File: config.mk
export PLATFORM = sky130hd
export DESIGN_NAME = pipeline_hazard_ctl
export DESIGN_NICKNAME = d
export VERILOG_FILES = /design/src/rtl/pipeline_hazard_ctl_pkg.sv /design/src/rtl/pipeline_hazard_ctl_forward_unit.sv /design/src/rtl/pipeline_hazard_ctl.sv
export SDC_FILE = /design/constraint.sdc
export NUM_CORES = 1
export LEC_CHECK = 0
export ABC_AREA = 1
export CAP_MARGIN = 20
export CORE_ASPECT_RATIO = 0.75
export CORE_MARGIN = 2
export CORE_UTILIZATION = 53
export DETAILED_ROUTE_END_ITERATION = 12
export HOLD_SLACK_MARGIN = 0.02
export PLACE_DENSITY = 0.87
export SLEW_MARGIN = 25
export SYNTH_ARGS = -nofsm -noshare
export SYNTH_HDL_FRONTEND = slang
export SYNTH_SLANG_ARGS = --single-unit
File: constraint.sdc
create_clock -name i_clk -period 4 [get_ports i_clk]
set_input_delay 0.8 -clock i_clk [delete_from_list [all_inputs] [get_ports i_clk]]
set_output_delay 0.8 -clock i_clk [all_outputs]
set_load 0.01 [all_outputs]
File: src/rtl/pipeline_hazard_ctl_pkg.sv
// Shared definitions for the pipeline hazard controller.
//   state_t      : FSM state encodings (also visible on o_state)
//   FWD_*        : EX operand forwarding selects
//   PC_SRC_SEQ   : pc_src value meaning "no redirect"
//   fwd_sel()    : forwarding priority for one EX source operand
package pipeline_hazard_ctl_pkg;

    typedef enum logic [2:0] {
        ST_FILL     = 3'b000,
        ST_RUN      = 3'b001,
        ST_MEM_WAIT = 3'b010,
        ST_DRAIN    = 3'b011,
        ST_HALTED   = 3'b100
    } state_t;

    localparam logic [1:0] FWD_RF     = 2'b00;
    localparam logic [1:0] FWD_WB     = 2'b01;
    localparam logic [1:0] FWD_MEM    = 2'b10;
    localparam logic [1:0] PC_SRC_SEQ = 2'b00;

    // MEM result is younger than WB, so it wins; x0 is never forwarded.
    function automatic logic [1:0] fwd_sel(
        input logic [4:0] rs,
        input logic [4:0] rd_m,
        input logic       wr_m,
        input logic [4:0] rd_w,
        input logic       wr_w
    );
        if (wr_m && (rd_m != 5'd0) && (rd_m == rs))
            return FWD_MEM;
        else if (wr_w && (rd_w != 5'd0) && (rd_w == rs))
            return FWD_WB;
        else
            return FWD_RF;
    endfunction

endpackage

File: src/rtl/pipeline_hazard_ctl_forward_unit.sv
// forward_unit: combinational EX operand forwarding for both sources.
//   i_rs1_e, i_rs2_e              : EX source registers
//   i_rd_m, i_reg_write_m         : MEM destination / write enable
//   i_rd_w, i_reg_write_w         : WB destination / write enable
//   o_fwd_a_e, o_fwd_b_e          : 00 regfile, 01 from WB, 10 from MEM
module forward_unit
    import pipeline_hazard_ctl_pkg::*;
(
    input  logic [4:0] i_rs1_e,
    input  logic [4:0] i_rs2_e,
    input  logic [4:0] i_rd_m,
    input  logic [4:0] i_rd_w,
    input  logic       i_reg_write_m,
    input  logic       i_reg_write_w,
    output logic [1:0] o_fwd_a_e,
    output logic [1:0] o_fwd_b_e
);

    always_comb begin
        o_fwd_a_e = fwd_sel(i_rs1_e, i_rd_m, i_reg_write_m, i_rd_w, i_reg_write_w);
        o_fwd_b_e = fwd_sel(i_rs2_e, i_rd_m, i_reg_write_m, i_rd_w, i_reg_write_w);
    end

endmodule

File: src/rtl/pipeline_hazard_ctl.sv
// pipeline_hazard_ctl: sequencing and hazard controller for the 5-stage
// RISC-V datapath. Owns the FILL/RUN/MEM_WAIT/DRAIN/HALTED FSM, resolves
// load-use and control hazards, freezes the pipe on dmem busy, and
// forwards EX operands.
//   i_clk, i_rst (sync, active-low), i_clk_en (state update enable)
//   i_rs1_d/i_rs2_d   : ID sources      i_rs1_e/i_rs2_e : EX sources
//   i_rd_e/m/w        : EX/MEM/WB dests i_load_e        : EX is a load
//   i_reg_write_m/w   : MEM/WB writes   i_pc_src_e      : !=0 redirect
//   i_dmem_busy_m     : dmem not ready  i_halt_req      : level halt
//   o_pc_wr_en_h, o_if_id_stall_h, o_if_id_flush_h, o_id_ex_flush_h,
//   o_freeze_h, o_fwd_a_e/o_fwd_b_e, o_state, o_halted, o_mem_timeout
module pipeline_hazard_ctl
    import pipeline_hazard_ctl_pkg::*;
#(
    parameter int FILL_CYCLES  = 1,
    parameter int DRAIN_CYCLES = 3,
    parameter int MAX_WAIT     = 255
) (
    input  logic       i_clk,
    input  logic       i_rst,
    input  logic       i_clk_en,
    input  logic [4:0] i_rs1_d,
    input  logic [4:0] i_rs2_d,
    input  logic [4:0] i_rs1_e,
    input  logic [4:0] i_rs2_e,
    input  logic [4:0] i_rd_e,
    input  logic [4:0] i_rd_m,
    input  logic [4:0] i_rd_w,
    input  logic       i_load_e,
    input  logic       i_reg_write_m,
    input  logic       i_reg_write_w,
    input  logic [1:0] i_pc_src_e,
    input  logic       i_dmem_busy_m,
    input  logic       i_halt_req,
    output logic       o_pc_wr_en_h,
    output logic       o_if_id_stall_h,
    output logic       o_if_id_flush_h,
    output logic       o_id_ex_flush_h,
    output logic       o_freeze_h,
    output logic [1:0] o_fwd_a_e,
    output logic [1:0] o_fwd_b_e,
    output logic [2:0] o_state,
    output logic       o_halted,
    output logic       o_mem_timeout
);

    localparam logic [7:0] FILL_LAST  = 8'(FILL_CYCLES - 1);
    localparam logic [7:0] DRAIN_LAST = 8'(DRAIN_CYCLES - 1);
    localparam logic [7:0] WAIT_MAX   = 8'(MAX_WAIT);

    state_t     r_state, r_saved, w_state_nxt, w_saved_nxt, w_eff;
    logic [7:0] r_cnt, w_cnt_nxt;
    logic [7:0] r_wait_cnt, w_wait_nxt;
    logic       r_timeout, w_timeout_nxt;
    logic       w_redirect, w_load_use, w_busy_act;
    logic [1:0] w_fwd_a, w_fwd_b;

    forward_unit u_fwd (
        .i_rs1_e       (i_rs1_e),
        .i_rs2_e       (i_rs2_e),
        .i_rd_m        (i_rd_m),
        .i_rd_w        (i_rd_w),
        .i_reg_write_m (i_reg_write_m),
        .i_reg_write_w (i_reg_write_w),
        .o_fwd_a_e     (w_fwd_a),
        .o_fwd_b_e     (w_fwd_b)
    );

    always_ff @(posedge i_clk) begin
        if (!i_rst) begin
            r_state    <= ST_FILL;
            r_saved    <= ST_RUN;
            r_cnt      <= '0;
            r_wait_cnt <= '0;
            r_timeout  <= 1'b0;
        end else if (i_clk_en) begin
            r_state    <= w_state_nxt;
            r_saved    <= w_saved_nxt;
            r_cnt      <= w_cnt_nxt;
            r_wait_cnt <= w_wait_nxt;
            r_timeout  <= w_timeout_nxt;
        end
    end

    always_comb begin
        o_pc_wr_en_h    = 1'b0;
        o_if_id_stall_h = 1'b0;
        o_if_id_flush_h = 1'b0;
        o_id_ex_flush_h = 1'b0;
        o_freeze_h      = 1'b0;
        o_fwd_a_e       = w_fwd_a;
        o_fwd_b_e       = w_fwd_b;
        o_state         = r_state;
        o_halted        = (r_state == ST_HALTED);
        o_mem_timeout   = r_timeout;

        w_redirect = (i_pc_src_e != PC_SRC_SEQ);
        w_load_use = i_load_e && (i_rd_e != 5'd0) &&
                     ((i_rd_e == i_rs1_d) || (i_rd_e == i_rs2_d));

        // The cycle busy drops in MEM_WAIT behaves exactly like a cycle of
        // the state we came from, so decode on that "effective" state.
        w_eff = (r_state == ST_MEM_WAIT && !i_dmem_busy_m) ? r_saved : r_state;
        w_busy_act = i_dmem_busy_m &&
                     (w_eff == ST_RUN || w_eff == ST_DRAIN || w_eff == ST_MEM_WAIT);

        w_state_nxt   = w_eff;
        w_saved_nxt   = r_saved;
        w_cnt_nxt     = r_cnt;
        w_wait_nxt    = '0;
        w_timeout_nxt = r_timeout;

        if (w_busy_act) begin
            o_freeze_h      = 1'b1;
            o_if_id_stall_h = 1'b1;
            w_wait_nxt      = (r_wait_cnt == WAIT_MAX) ? WAIT_MAX : r_wait_cnt + 8'd1;
            if (w_wait_nxt == WAIT_MAX)
                w_timeout_nxt = 1'b1;
            if (w_eff != ST_MEM_WAIT) begin
                w_saved_nxt = w_eff;
                w_state_nxt = ST_MEM_WAIT;
            end
        end else begin
            case (w_eff)
                ST_FILL: begin
                    o_pc_wr_en_h    = 1'b1;
                    o_if_id_flush_h = 1'b1;
                    o_id_ex_flush_h = 1'b1;
                    if (r_cnt == FILL_LAST) begin
                        w_state_nxt = ST_RUN;
                        w_cnt_nxt   = '0;
                    end else begin
                        w_cnt_nxt = r_cnt + 8'd1;
                    end
                end
                ST_RUN: begin
                    if (w_redirect) begin
                        o_pc_wr_en_h    = 1'b1;
                        o_if_id_flush_h = 1'b1;
                        o_id_ex_flush_h = 1'b1;
                    end else if (w_load_use) begin
                        o_if_id_stall_h = 1'b1;
                        o_id_ex_flush_h = 1'b1;
                    end else begin
                        o_pc_wr_en_h = 1'b1;
                    end
                    if (i_halt_req) begin
                        w_state_nxt = ST_DRAIN;
                        w_cnt_nxt   = '0;
                    end
                end
                ST_DRAIN: begin
                    o_pc_wr_en_h    = w_redirect;
                    o_if_id_flush_h = 1'b1;
                    o_id_ex_flush_h = w_redirect;
                    if (r_cnt == DRAIN_LAST) begin
                        w_state_nxt = ST_HALTED;
                        w_cnt_nxt   = '0;
                    end else begin
                        w_cnt_nxt = r_cnt + 8'd1;
                    end
                end
                ST_HALTED: begin
                    o_if_id_flush_h = 1'b1;
                    o_id_ex_flush_h = 1'b1;
                    if (!i_halt_req) begin
                        w_state_nxt = ST_FILL;
                        w_cnt_nxt   = '0;
                    end
                end
                default: begin
                    w_state_nxt = ST_FILL;
                    w_cnt_nxt   = '0;
                end
            endcase
        end

        if (!i_rst) begin
            o_pc_wr_en_h    = 1'b0;
            o_if_id_stall_h = 1'b0;
            o_if_id_flush_h = 1'b1;
            o_id_ex_flush_h = 1'b1;
            o_freeze_h      = 1'b0;
            o_fwd_a_e       = FWD_RF;
            o_fwd_b_e       = FWD_RF;
            o_state         = '0;
            o_halted        = 1'b0;
            o_mem_timeout   = 1'b0;
        end
    end

endmodule

==> flow_metrics.env <==
export IMPL_clk_path_buf_depth=2
export IMPL_num_nets_final=454
export IMPL_start_util_pct=54.3
export IMPL_setup_tns_ps=0
export IMPL_path_class="primary input to output port"
export IMPL_grt_max_degree=16
export IMPL_status="completed"
export IMPL_register_area_um2=460
export IMPL_antenna_found_initial=0
export IMPL_critical_path_peak_fanout=3
export IMPL_powerDensity_nw_per_um2=247
export IMPL_r2r_end="r_cnt[0]"
export IMPL_hp_start="r_timeout"
export IMPL_dp_cells=455
export IMPL_ys_seq_elements=23
export IMPL_htree_levels=1
export IMPL_hold_path_endpoint="r_timeout"
export IMPL_synth_area_leaders="dfxtp_1 21%, nand2_1 14%, inv_1 9.2%"
export IMPL_yosysUniqueCellTypes=32
export IMPL_synth_edf_count=0
export IMPL_postCtsHoldBufs=0
export IMPL_rsz0062_at_grt="no"
export IMPL_r2r_slack_ps=2290
export IMPL_io_pins=59
export IMPL_period_needed_ps=3580
export IMPL_layout_drive_gt1_share_pct=7.43
export IMPL_crit_path_frequent_cell="clkdlybuf4s50_1"
export IMPL_reg2reg_depth=11
export IMPL_worst_pin_slew_ps=533
export IMPL_fp_dieH_um=59.3
export IMPL_rows=20
export IMPL_fill_cells=341
export IMPL_routed_wl_um=5650
export IMPL_netlist_instances=345
export IMPL_min_path_cells=2
export IMPL_slew_violations=0
export IMPL_synth_avg_cell_area_um2=6.26
export IMPL_skew_ps=9.82
export IMPL_cts_root_buf="clkbuf_8"
export IMPL_vias_per_cell=5.23
export IMPL_clk_insertion_delay_late_ps=270
export IMPL_crit_path_top_delay_cell="clkdlybuf4s50_1"
export IMPL_finalCritPeriodShare_pct=89.6
export IMPL_clkSinkCount=23
export IMPL_cp_arrival_ps=2780
export IMPL_gp_congestion=0.910
export IMPL_endpoint_kind="output port"
export IMPL_grt_pass1_wl_um=9390
export IMPL_fin_cells=459
export IMPL_drc_errors=0
export IMPL_cts_tree="yes"
export IMPL_numCtsBuffers=3
export IMPL_fin_util_pct=71.3
export IMPL_multiInputGateArea_um2=1460
export IMPL_final_common_cell="nand2_1"
export IMPL_max_freq_mhz=279
export IMPL_synth_top_cell_area_share_pct=21.3
export IMPL_synthFlopType="dfxtp_1"
export IMPL_final_cell_mix="79 x nand2_1, 58 x clkdlybuf4s50_1, 53 x inv_1"
export IMPL_finalHoldViolations=0
export IMPL_drtPass1Iterations=6
export IMPL_gr_total_overflow=0
export IMPL_seq_area_frac_synth_pct=21.3
export IMPL_cp_slowest_stage_delay_ps=570
export IMPL_grt_pass1_vias=2068
export IMPL_fp_coreArea_um2=3980
export IMPL_clk_pin_slew_worst_paths_ps=80
export IMPL_timing_slew_headroom_pct=64.0
export IMPL_maxCapViolations=0
export IMPL_gr_usage_all_layers_pct=25.2
export IMPL_post_cts_setup_buffer_count=0
export IMPL_synth_fp_nets=394
export IMPL_hpwl_um=4550
export IMPL_irDropWorstVdd_v=0.000215
export IMPL_die_area_um2=4610
export IMPL_hold_class="flip-flop to flip-flop"
export IMPL_yosysWarningCount=0
export IMPL_routedWlPerCell_um=12.3
export IMPL_vias=2401
export IMPL_setup_violations=0
export IMPL_cts_resized_gates=0
export IMPL_cp_start_kind="primary input"
export IMPL_async_flop_share_pct=0
export IMPL_syn2layout_area_growth_pct=31.3
export IMPL_power_total_mw=0.699
export IMPL_portBuffers=58
export IMPL_yosys_area_top_type="dfxtp_1"
export IMPL_r2r_start="r_state[1]"
export IMPL_ant_nets=0
export IMPL_cp_required_ps=3200
export IMPL_die_w_um=77.7
export IMPL_drtIter0Drc=244
export IMPL_power_leakage_nw=1.22
export IMPL_diodes=0
export IMPL_netlist_area_um2=2160
export IMPL_worstPathCellList="clkdlybuf4s50_1 > or2_2 > o41ai_1 > inv_1 > nand2_1 > nor3b_1 > clkdlybuf4s50_1"
==> Yosys cell counts (2+ instances only) <==
| cell type | instances |
|---|---|
| or2_2 | 7 |
| o21ai_0 | 33 |
| nand2_4 | 4 |
| o22ai_1 | 5 |
| inv_1 | 53 |
| dfxtp_1 | 23 |
| nand3b_1 | 3 |
| clkbuf_1 | 3 |
| a221oi_1 | 2 |
| o41ai_1 | 2 |
| xnor2_1 | 10 |
| nand2_2 | 2 |
| inv_2 | 2 |
| nor3_1 | 2 |
| nor2_1 | 31 |
| nor2_2 | 2 |
| a21oi_1 | 17 |
| nor2_4 | 4 |
| nor4_1 | 2 |
| nand3_1 | 24 |
| xor2_1 | 16 |
| ha_1 | 4 |
| nand2_8 | 2 |
| nand2_1 | 79 |
| nand4_1 | 6 |
==> worst max-delay path, delay by kind of cell <==
family / cells / cell delay [ps]
simple gates: 3 / 570
buf+inv: 3 / 1170
compound gates: 1 / 240
==> kinds of logic after synthesis <==
group | Yosys count | synth area share, %
AND/OR/NAND/NOR | 171 | 39.5
AO/OA/AOI/OAI | 61 | 15.3
buffers and inverters | 60 | 11.1
XOR/XNOR | 26 | 10.5
flip-flops | 23 | 21.3
adder cells (fa/ha/maj) | 4 | 2.32
==> registers in the layout, summed over array words and instances, names as in the netlist <==
signal      flops
r_saved         3
r_wait_cnt      8
r_timeout       1
r_cnt           8
r_state         3
==> worst max-delay path by stage <==
stage | startpoint | end | slack (ps) | cells past startpoint
floorplan | i_rd_m[2] | o_fwd_b_e[0] | 1410 | 5
global placement | i_dmem_busy_m | o_id_ex_flush_h | 470 | 11
detailed placement | i_dmem_busy_m | o_id_ex_flush_h | 430 | 11
CTS | i_dmem_busy_m | o_id_ex_flush_h | 430 | 11
global route | i_dmem_busy_m | o_id_ex_flush_h | 240 | 11
finish | i_rd_m[2] | o_fwd_b_e[0] | 420 | 7
==> area by class of cell <==
cell class	count	area share, %
inverters	55	7.28
multi-input cells	262	51.5
clock buffers	4	1.59
flip-flops and latches	23	16.2
well taps	55	2.43
repair buffers	60	21.0
==> power by group <==
group / total, mW / internal [mW] / switching [mW] / leakage [nW]
clock: 0.148 / 0.0712 / 0.0768 / 0.0228
combinational: 0.303 / 0.133 / 0.171 / 1.01
sequential: 0.248 / 0.237 / 0.0107 / 0.186
==> metrics by stage <==
step / instance area (µm²) / worst slack [ps] / hold slack (ps)
after floorplan: 2160 / 1410 / 417
after global placement: 2790 / 469 / 431
after detailed placement: 2790 / 430 / 437
after CTS: 2840 / 425 / 457
after global routing: 2840 / 238 / 478
final: 2840 / 418 / 449
==> routing by layer <==
| metal | global-route usage (%) | vias up | wire [µm] |
|---|---|---|---|
| met5 | 0 | - | 0 |
| met4 | 5.36 | 0 | 57 |
| met3 | 4.27 | 8 | 407 |
| met2 | 39.3 | 100 | 2460 |
| met1 | 36.6 | 1060 | 2730 |
| li1 | - | 1233 | - |
Note: power is estimated with default switching activity, not from simulation.
